<file path="src/rtl/mem_sink_responder.sv">
// Memory-side responder: grants slots under space/credit flow control, buffers granted bytes in a FIFO, drains locally.
// Optional grant throttle enabled by defining GNT_THROTTLE_EN (default build: throttle always permissive).
module mem_sink_responder #(
    parameter int          DEPTH       = 16,
    parameter int          MAX_CREDIT  = 4,
    parameter logic [15:0] GNT_PATTERN = 16'hE1C7
) (
    input  logic                          clk,
    input  logic                          rst,
    input  logic                          req_i,
    output logic                          gnt_o,
    input  logic                          valid_i,
    input  logic [7:0]                    data_i,
    input  logic                          rd_en_i,
    output logic [7:0]                    rd_data_o,
    output logic                          rd_valid_o,
    output logic [$clog2(DEPTH):0]        count_o,
    output logic [$clog2(MAX_CREDIT):0]   credit_o,
    output logic                          err_o
);

    localparam int PW = $clog2(DEPTH);
    localparam int CW = PW + 1;
    localparam int KW = $clog2(MAX_CREDIT) + 1;

    logic [7:0]    mem [DEPTH];
    logic [PW-1:0] wr_ptr;
    logic [PW-1:0] rd_ptr;
    logic [CW-1:0] count_r;
    logic [KW-1:0] credit_r;
    logic          gnt_r;
    logic          err_r;
    logic          rd_valid_r;
    logic [7:0]    rd_data_r;

    logic credit_avail;
    logic beat_take;
    logic fifo_full;
    logic wr_en;
    logic rd_take;
    logic throttle_ok;
    logic gnt_next;
    logic err_next;

`ifdef GNT_THROTTLE_EN
    logic [3:0] phase;

    always_ff @(posedge clk) begin
        if (rst) begin
            phase <= 4'd0;
        end else if (req_i) begin
            phase <= phase + 4'd1;
        end
    end

    assign throttle_ok = GNT_PATTERN[phase];
`else
    logic unused_gnt_pattern;
    assign unused_gnt_pattern = ^GNT_PATTERN;
    assign throttle_ok        = 1'b1;
`endif

    // A grant issued this cycle already counts as a credit, so a beat may ride on it.
    always_comb begin
        credit_avail = (credit_r != '0) || gnt_r;
        beat_take    = valid_i && credit_avail;
        fifo_full    = (count_r == CW'(DEPTH));
        wr_en        = beat_take && !fifo_full;
        rd_take      = rd_en_i && (count_r != '0);
        err_next     = err_r || (valid_i && !credit_avail) || (beat_take && fifo_full);
        gnt_next     = req_i
                    && ((int'(count_r) + int'(credit_r) + int'(gnt_r)) < DEPTH)
                    && ((int'(credit_r) + int'(gnt_r)) < MAX_CREDIT)
                    && throttle_ok;
    end

    always_ff @(posedge clk) begin
        if (wr_en) begin
            mem[wr_ptr] <= data_i;
        end
    end

    always_ff @(posedge clk) begin
        if (rst) begin
            wr_ptr     <= '0;
            rd_ptr     <= '0;
            count_r    <= '0;
            credit_r   <= '0;
            gnt_r      <= 1'b0;
            err_r      <= 1'b0;
            rd_valid_r <= 1'b0;
            rd_data_r  <= 8'd0;
        end else begin
            gnt_r      <= gnt_next;
            err_r      <= err_next;
            credit_r   <= credit_r + KW'(gnt_r) - KW'(beat_take);
            count_r    <= count_r + CW'(wr_en) - CW'(rd_take);
            rd_valid_r <= rd_take;
            if (wr_en) begin
                wr_ptr <= wr_ptr + 1'b1;
            end
            if (rd_take) begin
                rd_data_r <= mem[rd_ptr];
                rd_ptr    <= rd_ptr + 1'b1;
            end
        end
    end

    assign gnt_o      = gnt_r;
    assign err_o      = err_r;
    assign credit_o   = credit_r;
    assign count_o    = count_r;
    assign rd_valid_o = rd_valid_r;
    assign rd_data_o  = rd_data_r;

endmodule

</file>
<file path="config.mk">
export PLATFORM = sky130hd
export DESIGN_NAME = mem_sink_responder
export DESIGN_NICKNAME = d
export VERILOG_FILES = /design/src/rtl/mem_sink_responder.sv
export SDC_FILE = /design/constraint.sdc
export NUM_CORES = 1
export LEC_CHECK = 0
export ABC_CLOCK_PERIOD_IN_PS = 3870
export BUFFER_PORTS_ARGS = -buffer_cell sky130_fd_sc_hd__buf_2
export CAP_MARGIN = 20
export CORE_MARGIN = 1.5
export CORE_UTILIZATION = 45
export DETAILED_ROUTE_END_ITERATION = 8
export GPL_ROUTABILITY_DRIVEN = 0
export PLACE_DENSITY = 0.69
export SLEW_MARGIN = 10
export SYNTH_ARGS = -nofsm -noshare
export SYNTH_HDL_FRONTEND = slang
export SYNTH_SLANG_ARGS = --single-unit
</file>
<file path="constraint.sdc">
create_clock -name clk -period 3.87 [get_ports clk]
set_clock_uncertainty 0.15 [all_clocks]
set_input_delay 0.5805 -clock clk [delete_from_list [all_inputs] [get_ports clk]]
set_output_delay 0.5805 -clock clk [all_outputs]
set_load 0.03 [all_outputs]
</file>
* Word level (Yosys, flattened, before mapping) *
Memories as Yosys holds them, arrays and structs flattened. A register that Yosys moved wholly into a read port is not among the register bits.
Cells that the tools add are included.

storage, ports and cells
  bits in writable memories = 128
  memories = 1
  flip-flop bits (word level) = 19
  word-level logic and storage cells = 36

cells by class
  equality and inequality tests = 1
  magnitude comparators = 2
  add/subtract/negate cells = 9
  reductions and logical operators = 14
  muxes and demuxes = 2

memories
  name  words  bits a word  read ports  clocked after memory_dff  write ports  RTL line  source
  mem   16     8            1           1                         1            26        logic [7:0] mem [DEPTH];

operator list
  operator               number
  $add A4 B1 Y4 const B  2
  $add A6 B1 Y7          1
  $logic_and A1 B1 Y1    7
  $lt A7 B5 Y1 const B   1
  $add A5 B3 Y6          1
  $add A5 B1 Y5          1
  $eq A5 B5 Y1 const B   1
  $reduce_bool A5 Y1     1
  $sub A5 B1 Y5          1
  $add A3 B1 Y4          1
  $lt A4 B3 Y1 const B   1
  $add A3 B1 Y3          1
  $logic_or A1 B1 Y1     3
  $reduce_bool A3 Y1     1
  $sub A3 B1 Y3          1
  $logic_not A1 Y1       2
  $mux W1                2

* Logic depth before layout (Yosys ltp) *
  depth after elaboration = 6
  mapped depth = 13

* Worst setup path before layout *
Ideal clock, no wire load.

  kind = reg2reg
  start point = register count_r[2], in the netlist count_o[2]
  end point = register count_r[4], in the netlist count_o[4]
  library setup time = 0.128 ns
  data arrival time = 2.626 ns
  path slack = 0.967 ns
  required time = 3.592 ns
  cell stages (with the launch flop) = 14
  cell sequence = dfxtp_1 > inv_1 > ha_1 > or4b_1 > nand2_2 > inv_1 > ha_1 > inv_1 > ha_1 > fa_1 > a21oi_1 > o21bai_1 > xor2_1 > nor2_1

RTL lines
  what                      RTL line  source
  start: declaration        29        logic [CW-1:0] count_r;
  start signal: assignment  97        count_r <= count_r + CW'(wr_en) - CW'(rd_take);
  $reduce_bool A5 Y1        69        rd_take = rd_en_i && (count_r != '0);
  $logic_and A1 B1 Y1       69
  named net rd_take         40        logic rd_take;
  $sub A5 B1 Y5             97

The timed path passes the listed nets, and every way through them passes these cells.
A chain may end at the register's enable or synchronous reset.

* Final worst setup path *
  start point = register count_r[3], in the netlist count_o[3]
  end point = register count_r[4], in the netlist count_o[4]

The elaborated chain is that of the path after synthesis.

==> flow_summary.yaml <==
final_layout:
  regArea_sq_um: 4390
  nets: 431
  final_cell_mix: "edfxtp_1 (128), buf_2 (31), nor2_1 (25), dfxtp_1 (25), mux4_1 (23)"
  num_antenna_cells: 0
  final_common_cell: "edfxtp_1"
  area_growth_pct: 13.0
  fillers: 1110
  design_area_sq_um: 7230
  multi_input_area_sq_um: 1850
  layout-drive-gt1-share_pct: 19.5
cts:
  cts_setup_buffers: 0
  clock_latency_ps: 420
  cts_buffers: 17
  cts_tree: "done"
  clk_path_buf_depth: 2
  cts-root-buf: "clkbuf_16"
  cts_hold_buf: 0
  clkSinkCount: 155
  htreeDepth: 4
  clkTransAtPathRegs_ps: 60
  cts_resized: 0
pwr:
  powerDensity_nw_per_um2: 630
  p_leak_nw: 2.48
  ir_drop_v: 0.000409
global_route:
  grt_pass1_wl_um: 18300
  track_usage_pct: 17.5
  grt_pass1_vias: 3342
  grt_max_degree: 35
  antenna_found_initial: 0
  grt_remaining_overflow: 0
sta:
  hold_viol_final: 0
  clock.fmax_mhz: 312
  maxSlewViolCount: 0
  timing.final.ws_setup_ps: 661
  period_minus_slack_ps: 3210
  period_share_pct: 82.9
  finalSetupViolations: 0
  tightest_slew_ps: 940
  relSlewSlack_pct: 37.1
  fin_tns_setup_ps: 0
  rsz0062_at_grt: "no"
synth:
  synth_top_family_by_area: "multiplexers"
  muxShareOfSynthArea_pct: 15.1
  synth_nets: 390
  synth_warnings: 0
  netlist_area_sq_um: 6400
  syn_area_per_cell_sq_um: 17.9
  synthAdderAreaFrac_pct: 4.14
  netlist_instances: 357
  ys_ff_latch: 155
  ys_types: 41
  synthXorXnorAreaFrac_pct: 1.23
  synth_compound_area_share_pct: 3.09
  synth-seq-area-share_pct: 68.5
  synthSimpleGateAreaFrac_pct: 5.28
worst_hold_path:
  holdCritPathClass: "in -> reg"
place:
  post_dp_cell_area_sq_um: 6730
  portBuffers: 31
  hpwl_um: 7500
  place_ws_ps: 700
drt:
  ant_nets: 0
  drt-total-wl_um: 11900
  first_pass_iters: 4
  drcViolationCount: 0
  vias: 3246
  drt-vias-per-instance: 5.50
  routedWlPerCell_um: 20.1
  initialDrtViolationCount: 185
setup_path:
  crit_path_end_kind: "flop"
  crit_arrival_ps: 3350
  crit_path_cell_trace: "inv_1 -> ha_1 -> or4b_1 -> nand2_2 -> inv_1 -> ha_1 -> inv_1 -> ha_1 -> fa_1 -> a21oi_1 -> o21bai_1 -> xor2_1 -> nor2_1"
  slowest_stage: "or4b_1"
  crit_buf_inv: 3
  cp-start-kind: "flop"
  slowest_delay_ps: 490
  crit_fanout: 14
  required_ps: 4010
  worstSetupPathType: "reg -> reg"
  crit_family: "adder cells"
floorplan:
  die_width_um: 122
  core-area_sq_um: 13900
  start_util_pct: 46.1
  placementRows: 43
  pin_count: 32
  fp.dieArea_sq_um: 15000
  die_y_um: 122
run:
  maxCapViolations: 0
status:
  run_status: "finished clean"
logic make-up after synthesis:
family,Yosys count
AOI/OAI and AO/OA,27
adders and majority gates,20
and+or+nand+nor,66
xor gates and xnor gates,9
buffers and inverters,32
muxes,48
DFF,155
worst reg2reg max path, stage by stage, from the launching register on:
cell and delay [ps]:
dfxtp_1 340, inv_1 90, ha_1 180, or4b_1 490, nand2_2 260, inv_1 180
ha_1 300, inv_1 40, ha_1 200, fa_1 410, a21oi_1 160, o21bai_1 90
xor2_1 150, nor2_1 50
stage by stage:
| stage | total power, mW | hold WS [ps] | utilization, % | instances |
|---|---|---|---|---|
| after floorplan | 2.88 | 352 | - | 357 |
| after global placement | 3.12 | 297 | 48.5 | 559 |
| after detailed placement | 3.16 | 308 | 48.5 | 559 |
| after CTS | 4.60 | 249 | 52.1 | 590 |
| after global routing | 4.78 | 251 | 52.1 | 590 |
| final | 4.56 | 261 | 52.1 | 590 |
final timing paths:
kind | from | end | slack [ps] | depth (start not counted)
worst min register to register | err_o$_SDFF_PP0_ | err_o$_SDFF_PP0_ | 320 | 2
worst min-delay path | valid_i | err_o$_SDFF_PP0_ | 260 | 3
worst max register to register | count_o[3]$_SDFF_PP0_ | count_o[4]$_SDFF_PP0_ | 660 | 13
worst max-delay path | count_o[3]$_SDFF_PP0_ | count_o[4]$_SDFF_PP0_ | 660 | 13
cell usage after synthesis:
library cell	number	area [sq um]
edfxtp_1	128	3840
nand2_1	9	33.8
or3_1	2	12.5
clkinv_1	1	3.75
or2_2	1	6.26
nand4b_1	1	8.76
o31ai_1	1	7.51
inv_1	15	56.3
dfxtp_1	27	541
buf_1	1	3.75
nand3_1	11	55.1
nand3_2	1	10.0
o221ai_2	1	15.0
xor2_1	4	35.0
nor4bb_1	1	10.0
mux4_2	9	203
nor2b_1	4	25.0
clkbuf_1	3	11.3
xnor2_1	5	43.8
o41ai_1	2	17.5
nand2_2	1	6.26
o21ai_0	1	5.00
nor2_1	25	93.8
a21o_1	2	15.0
o2111ai_1	1	8.76
or4bb_1	1	11.3
nand3_4	1	17.5
mux2i_1	16	160
or4b_1	1	10.0
o221ai_1	7	61.3
ha_1	18	225
o21bai_1	1	7.51
buf_4	2	15.0
buf_6	5	56.3
mux4_1	23	604
a21oi_1	9	45.0
buf_2	5	25.0
o211ai_1	2	15.0
nor3_1	5	25.0
fa_1	2	40.0
nand2b_1	2	12.5
layout make-up:
type,count,area share (%)
flip-flops and latches,155,60.6
clock buffers,20,6.04
repair buffers,38,2.87
multi-input cells,170,25.5
clock inverters,11,0.986
well taps,180,3.11
inverters,16,0.830
registers in the layout, summed over array words and instances, names as in the netlist:
name,count
rd_valid_o,1
mem,128
credit_o,3
count_o,5
rd_data_o,8
rd_ptr,4
gnt_o,1
err_o,1
wr_ptr,4
power by group:
part	total (mW)	internal, mW	switching [mW]	leakage, nW
sequential	2.06	1.94	0.122	1.38
clock	1.44	0.811	0.632	0.242
combinational	1.06	0.445	0.611	0.861
per-layer routing:
layer	global-route usage, %	share of wire, %	wire length, um
met1	22.1	43	5090
met2	28.3	49	5780
met3	5.53	6.1	727
met4	6.83	2.2	263
met5	0	0	0
(Power assumes the default switching activity.)
